===== src/rtl/wb_regfile.sv =====
// wb_regfile: architectural GPR file at the write-back end of the pipeline.
// One write-back port (commit on clk), NUM_RD combinational read ports for
// decode, plus a registered retire trace and commit counter for debug.
// Register 0 is hardwired to zero; writes to it are dropped and never count.
// Optional build macro: REGFILE_WB_BYPASS_EN enables same-cycle write-to-read
// forwarding on every read port (default: no forwarding).

// Single read port: priority reset > enable > r0 > bypass > storage.
module wb_regfile_rport #(
    parameter int DATA_W = 32,
    parameter int ADDR_W = 5,
    parameter int NREGS  = 2**ADDR_W
) (
    input  logic                          rst,
    input  logic                          ren,
    input  logic [ADDR_W-1:0]             raddr,
    input  logic                          we,
    input  logic [ADDR_W-1:0]             waddr,
    input  logic [DATA_W-1:0]             wdata,
    input  logic [NREGS-1:0][DATA_W-1:0]  regs,
    output logic [DATA_W-1:0]             rdata
);

`ifdef REGFILE_WB_BYPASS_EN
    logic byp_hit;
    assign byp_hit = we && (waddr != '0) && (raddr == waddr);
`else
    logic unused_wb;
    assign unused_wb = &{1'b0, we, waddr, wdata};
`endif

    // Read mux in priority order; r0 reads zero regardless of storage.
    always_comb begin
        rdata = '0;
        if (rst || !ren || raddr == '0) begin
            rdata = '0;
        end
`ifdef REGFILE_WB_BYPASS_EN
        else if (byp_hit) begin
            rdata = wdata;
        end
`endif
        else begin
            rdata = regs[raddr];
        end
    end

endmodule

module wb_regfile #(
    parameter int DATA_W = 32,
    parameter int ADDR_W = 5,
    parameter int CNT_W  = 32
) (
    input  logic              clk,
    input  logic              rst,
    input  logic              we,
    input  logic [ADDR_W-1:0] waddr,
    input  logic [DATA_W-1:0] wdata,
    input  logic              re1,
    input  logic [ADDR_W-1:0] raddr1,
    output logic [DATA_W-1:0] rdata1,
    input  logic              re2,
    input  logic [ADDR_W-1:0] raddr2,
    output logic [DATA_W-1:0] rdata2,
    output logic              trace_valid,
    output logic [ADDR_W-1:0] trace_waddr,
    output logic [DATA_W-1:0] trace_wdata,
    output logic [CNT_W-1:0]  commit_cnt
);

    localparam int NREGS  = 2**ADDR_W;
    localparam int NUM_RD = 2;
    localparam int STAGES = 1;

    logic [NREGS-1:0][DATA_W-1:0]  regs;
    logic [NUM_RD-1:0]             ren_v;
    logic [NUM_RD-1:0][ADDR_W-1:0] raddr_v;
    logic [NUM_RD-1:0][DATA_W-1:0] rdata_v;
    logic [STAGES:0]               vld_pipe;

    // A commit is a write-back to any register other than r0.
    assign vld_pipe[0] = we && (waddr != '0);

    // Storage: entry 0 is never written, so it stays at its reset value.
    always_ff @(posedge clk or posedge rst) begin
        if (rst) begin
            regs <= '0;
        end else if (vld_pipe[0]) begin
            regs[waddr] <= wdata;
        end
    end

    // Retire trace: valid pulses for one cycle, address/data hold last commit.
    always_ff @(posedge clk or posedge rst) begin
        if (rst) begin
            vld_pipe[STAGES:1] <= '0;
            trace_waddr        <= '0;
            trace_wdata        <= '0;
        end else begin
            vld_pipe[STAGES:1] <= vld_pipe[STAGES-1:0];
            if (vld_pipe[0]) begin
                trace_waddr <= waddr;
                trace_wdata <= wdata;
            end
        end
    end

    // Commit counter, wraps modulo 2**CNT_W.
    always_ff @(posedge clk or posedge rst) begin
        if (rst) begin
            commit_cnt <= '0;
        end else if (vld_pipe[0]) begin
            commit_cnt <= commit_cnt + CNT_W'(1);
        end
    end

    assign trace_valid = vld_pipe[STAGES];

    assign ren_v   = {re2, re1};
    assign raddr_v = {raddr2, raddr1};

    genvar p;
    generate
        for (p = 0; p < NUM_RD; p++) begin : g_rport
            wb_regfile_rport #(
                .DATA_W (DATA_W),
                .ADDR_W (ADDR_W),
                .NREGS  (NREGS)
            ) u_rport (
                .rst   (rst),
                .ren   (ren_v[p]),
                .raddr (raddr_v[p]),
                .we    (we),
                .waddr (waddr),
                .wdata (wdata),
                .regs  (regs),
                .rdata (rdata_v[p])
            );
        end
    endgenerate

    assign rdata1 = rdata_v[0];
    assign rdata2 = rdata_v[1];

endmodule


===== config.mk =====
export PLATFORM = sky130hd
export DESIGN_NAME = wb_regfile
export DESIGN_NICKNAME = d
export VERILOG_FILES = /design/src/rtl/wb_regfile.sv
export SDC_FILE = /design/constraint.sdc
export NUM_CORES = 2
export LEC_CHECK = 0
export ABC_AREA = 0
export CELL_PAD_IN_SITES_DETAIL_PLACEMENT = 0
export CELL_PAD_IN_SITES_GLOBAL_PLACEMENT = 1
export CORE_MARGIN = 2
export CORE_UTILIZATION = 56
export CTS_CLUSTER_DIAMETER = 120
export DETAILED_ROUTE_END_ITERATION = 12
export HOLD_SLACK_MARGIN = 0.12
export PLACE_DENSITY = 0.85
export SLEW_MARGIN = 10
export SYNTH_ARGS = -nofsm -noshare
export SYNTH_HDL_FRONTEND = slang
export SYNTH_HIERARCHICAL = 1
export SYNTH_SLANG_ARGS = --single-unit
export TNS_END_PERCENT = 10

===== constraint.sdc =====
create_clock -name clk -period 75.8 [get_ports clk]
set_input_delay 15.16 -clock clk [delete_from_list [all_inputs] [get_ports clk]]
set_output_delay 15.16 -clock clk [all_outputs]
set_load 0.02 [all_outputs]

After elaboration in Yosys (flattened, before gate mapping):

Index checks and enable logic that the tools add are counted.

* register bits: 1094
* input port bits: 52
* output and inout bits: 134
* word-level logic and storage cells: 61

* add/subtract/negate cells: 1
* order comparisons: 4
* muxes and demuxes: 9
* reductions and logical operators: 11

Operator list (count)
* 1024-bit bitwise mux: 1
* 32-bit binary-select mux with 5-bit select: 2
* 32-bit demux with 5-bit select: 1
* 32-bit 2-to-1 mux: 5
* 32-bit by 1-bit adder with 32-bit output (second input constant): 1
* 5-bit by 6-bit less-than comparator with 1-bit output (second input constant): 3
* 5-bit logical NOT: 2
* 5-bit by 1-bit >= comparator with 1-bit output (second input constant): 1
* 5-bit nonzero test: 1
* 1-bit logical OR: 4
* 1-bit logical AND: 2
* 1-bit logical NOT: 2

Logic depth before layout (Yosys ltp):

* word-level depth: 5
* mapped depth: 9
* gate-level depth less buffers: 6

Modules after synthesis:

The synthesis kept the hierarchy.

By module, submodules not included
* wb_regfile: times used 1, cells an instance 2577, area each 40815.4 µm², sequential area each 27376.3 µm²
* wb_regfile_rport: times used 2, cells an instance 894, area each 8819.7 µm², sequential area each 0.0 µm²

Worst setup path after synthesis:

No wires, ideal clock.

* path type: input to output
* from: in raddr1[0]
* to: out rdata1[27]
* data arrival time: 16.652 ns
* required time: 60.640 ns
* setup slack: 43.988 ns
* stages: 7
* path buffers: 3
* cell sequence: buf_6 -> buf_8 -> buf_4 -> mux4_2 -> mux2_2 -> nand2_1 -> a32oi_1

* longest elaborated chain between the ends: 3
* elaborated cells on any way between the ends: 5
* those cells by class: mux (3); reduce/logical (2)

RTL lines
* from (decl): RTL line 61 `input logic [ADDR_W-1:0] raddr1,`
* 32-bit binary-select mux with 5-bit select / 5-bit logical NOT (equally long branches): RTL line 44, 35
* 32-bit 2-to-1 mux (implied by the code) / 1-bit logical OR (equally long branches): RTL line 44, 35
* 32-bit 2-to-1 mux (*): RTL line 35 `if (rst || !ren || raddr == '0) begin`
* to (decl): RTL line 62 `output logic [DATA_W-1:0] rdata1,`

Every way passes the cells marked *; elsewhere a longest branch is shown, timed or not. The select of a mux whose other input is x is not followed.

Worst setup path in the final report:

* from: in raddr2[2]
* to: out rdata2[31]

* longest elaborated chain between the ends: 3
* elaborated cells on any way between the ends: 5
* those cells by class: mux (3); reduce/logical (2)

RTL lines
* from (decl): RTL line 64 `input logic [ADDR_W-1:0] raddr2,`
* 32-bit binary-select mux with 5-bit select / 5-bit logical NOT (equally long branches): RTL line 44, 35
* 32-bit 2-to-1 mux (implied by the code) / 1-bit logical OR (equally long branches): RTL line 44, 35
* 32-bit 2-to-1 mux (*): RTL line 35
* to (decl): RTL line 65 `output logic [DATA_W-1:0] rdata2,`

Marked as above.

==> impl_metrics.tcl <==
set metrics [dict create \
    critPathLaunchType "primary input" \
    drive_above_1_share_pct 38.0 \
    antenna_cells 0 \
    endpoint_kind "output pin" \
    place_congestion 0.847 \
    io_buffers 185 \
    synth_area_mm2 0.0585 \
    fin_cells 5765 \
    grt_pass1_vias 39900 \
    finClkSkew_ns 0.00481 \
    cp-startpoint "raddr2[2]" \
    worst_pin_slew_ns 1.28 \
    coreArea_mm2 0.103 \
    syn-num-nets 4418 \
    slew_headroom_pct 14.5 \
    globalRouteOverflowTotal 0 \
    antenna_found_initial 4 \
    synth_ff_type "dfrtp_1" \
    wl_per_cell_um 30.3 \
    syn_inst 4365 \
    fin_setup_tns_ns 0 \
    fin_crit_sh_pct 45.7 \
    fin_crit_ns 34.61 \
    die-height_um 327 \
    yosys-top-cells-count "1094 x dfrtp_1, 1092 x mux2_2, 510 x mux2i_1" \
    die-area_mm2 0.107 \
    syn_avg_cell_area_um2 13.4 \
    path_clk_slew_ns 0.06 \
    hold_viol_final 0 \
    ys_seq_area_share_pct 46.8 \
    grt_max_degree 178 \
    cts_resized 0 \
    ir_drop_mv 0.0193 \
    critical_path_class "primary input to output pin" \
    start_util_pct 56.5 \
    cts_made_buffers 115 \
    drt-total-wl_um 175000 \
    rows 118 \
    first_iter_violations 4396 \
    vias_per_cell 6.80 \
    cts_setup_buffers 0 \
    place_hpwl_um 100000 \
    nets 4344 \
    rsz0062_at_grt "no" \
    slew_viol_final 0 \
    p_leak_nw 28.7 \
    r2r_cells 5 \
    cts-root-buf "clkbuf_16" \
    fill_cells 7876 \
    via_count 39200 \
    required_ns 60.64 \
    clock_latency_ns 0.71 \
    pwr_density_cell_mw_per_mm2 26.2 \
    io-pin-count 186 \
    cts_sinks 1094 \
    yosysWarnings 6 \
    r2r-end "commit_cnt[30]" \
    ys_types 47 \
    max_cap_violations 0 \
    worstHoldPathCells 0 \
    path_max_fanout 61 \
    antenna_left 0 \
    synth_area_leaders "dfrtp_1 47%, mux2_2 21%, mux4_2 9.3%" \
    cts_hold_buffers 0 \
    grt_pass1_wl_um 262000 \
    first_pass_iters 6 \
    synth-async-reset-ratio_pct 100 \
    reg2reg_from "commit_cnt[8]" \
    synth_edf_count 0 \
    synth_top_cell_by_area "dfrtp_1" \
    cts.path.max_buffers 3 \
    fmax_mhz 28.9 \
    place_inst 5554 \
    yosys_register_bits 1094 \
    synth.most_common_cell "dfrtp_1" \
    r2r_slack_ns 73.80 \
    cts_tree "done" \
    hold_end "regs[30]" \
    grt_use_total_pct 32.8 \
    setup_viol 0 \
    htreeDepth 3 \
    crit_arrival_ns 19.45 \
    syn_to_final_growth_pct 10.5 \
    status "finished clean" \
    hold_class "flop to flop" \
    die_w_um 327 \
    remaining_drc_errors 0 \
    min-delay-start "regs[30]" \
    synth_top_area_share_pct 46.8 \
]
==> kinds of logic after synthesis <==
kind of cell             synth area share (%)
multiplexers                             40.3
buffers and inverters                    3.96
flip-flops                               46.8
AO/OA/AOI/OAI                            4.68
AND/OR/NAND/NOR                          3.75
adder cells (fa/ha/maj)                0.0214
XOR/XNOR                                0.464
==> power by group <==
group	leakage (nW)	internal, mW	switching [mW]
Combinational	12.8	0.191	0.147
Clock	1.92	0.341	0.242
Sequential	14.0	0.692	0.0796
==> cells in the final DEF, fill, tap and decap left out, drive strengths merged <==
cell,instances
o41ai,1
xnor2,24
nor2,29
nor2b,10
a22o,2
inv,12
a21oi,62
a32oi,62
mux4,260
o211ai,4
or3,3
and2,3
or4,2
nor3b,1
clkinv,21
clkinvlp,2
nor4,5
mux2i,510
a311o,2
o2111ai,2
ha,1
mux2,1112
a31oi,62
nand3,78
buf,99
bufinv,9
nand4,18
clkbuf,177
clkdlybuf4s50,173
nor3,10
dfrtp,1094
xor2,7
nand2,323
and3,6
and4,3
or2,4
a22oi,184
nand2b,8
==> how the worst max path moves through the flow <==
| stage | end | cells after the start |
|---|---|---|
| after global routing | rdata2[31] | 8 |
| after global placement | rdata2[31] | 8 |
| after detailed placement | rdata2[31] | 8 |
| final | rdata2[31] | 8 |
| after floorplan | commit_cnt[0] | 1 |
| after CTS | rdata2[31] | 8 |
==> state kept, by name, summed over array words and instances, names as in the netlist <==
| register | flops |
|---|---|
| trace_wdata | 32 |
| regs | 1024 |
| commit_cnt | 32 |
| trace_waddr | 5 |
| trace_valid | 1 |
==> metal layers <==
metal	vias to the layer above	share of wire, %	wire, µm	track usage (%)
met1	20900	42	73200	46.7
li1	16200	-	-	-
met5	-	0.027	48	0
met4	8	3.5	6120	11.3
met2	1786	46	79900	50.3
met3	381	8.8	15300	6.94
==> worst max-delay path, stage by stage <==
cell	delay (ns)
buf_8	0.39
buf_4	0.85
buf_4	0.98
mux2i_1	0.19
a21oi_1	0.19
nand3_1	0.10
a32oi_1	0.73
clkdlybuf4s50_1	0.76
==> metrics by stage <==
step	hold WS (ns)	util, %	power, mW	worst slack (ns)	area, µm²
after floorplan	0.441	-	1.02	29.84	58500
after global placement	0.378	58.7	1.10	41.44	60700
after detailed placement	0.383	58.7	1.11	41.43	60700
after CTS	0.397	62.4	1.69	41.41	64600
after global routing	0.417	62.4	1.76	41.10	64600
final	0.400	62.4	1.69	41.19	64600
==> cell type report <==
type / instances / area [µm²] / area share [%]
Multi-Input combinational cell: 2798 / 29000 / 44.9
Tap cell: 1380 / 1730 / 2.67
Sequential cell: 1094 / 27400 / 42.4
Clock inverter: 34 / 445 / 0.689
Timing Repair Buffer: 272 / 2550 / 3.95
Inverter: 10 / 50.0 / 0.0775
Clock buffer: 177 / 3440 / 5.33
Note: power is estimated with default switching activity, not from simulation.
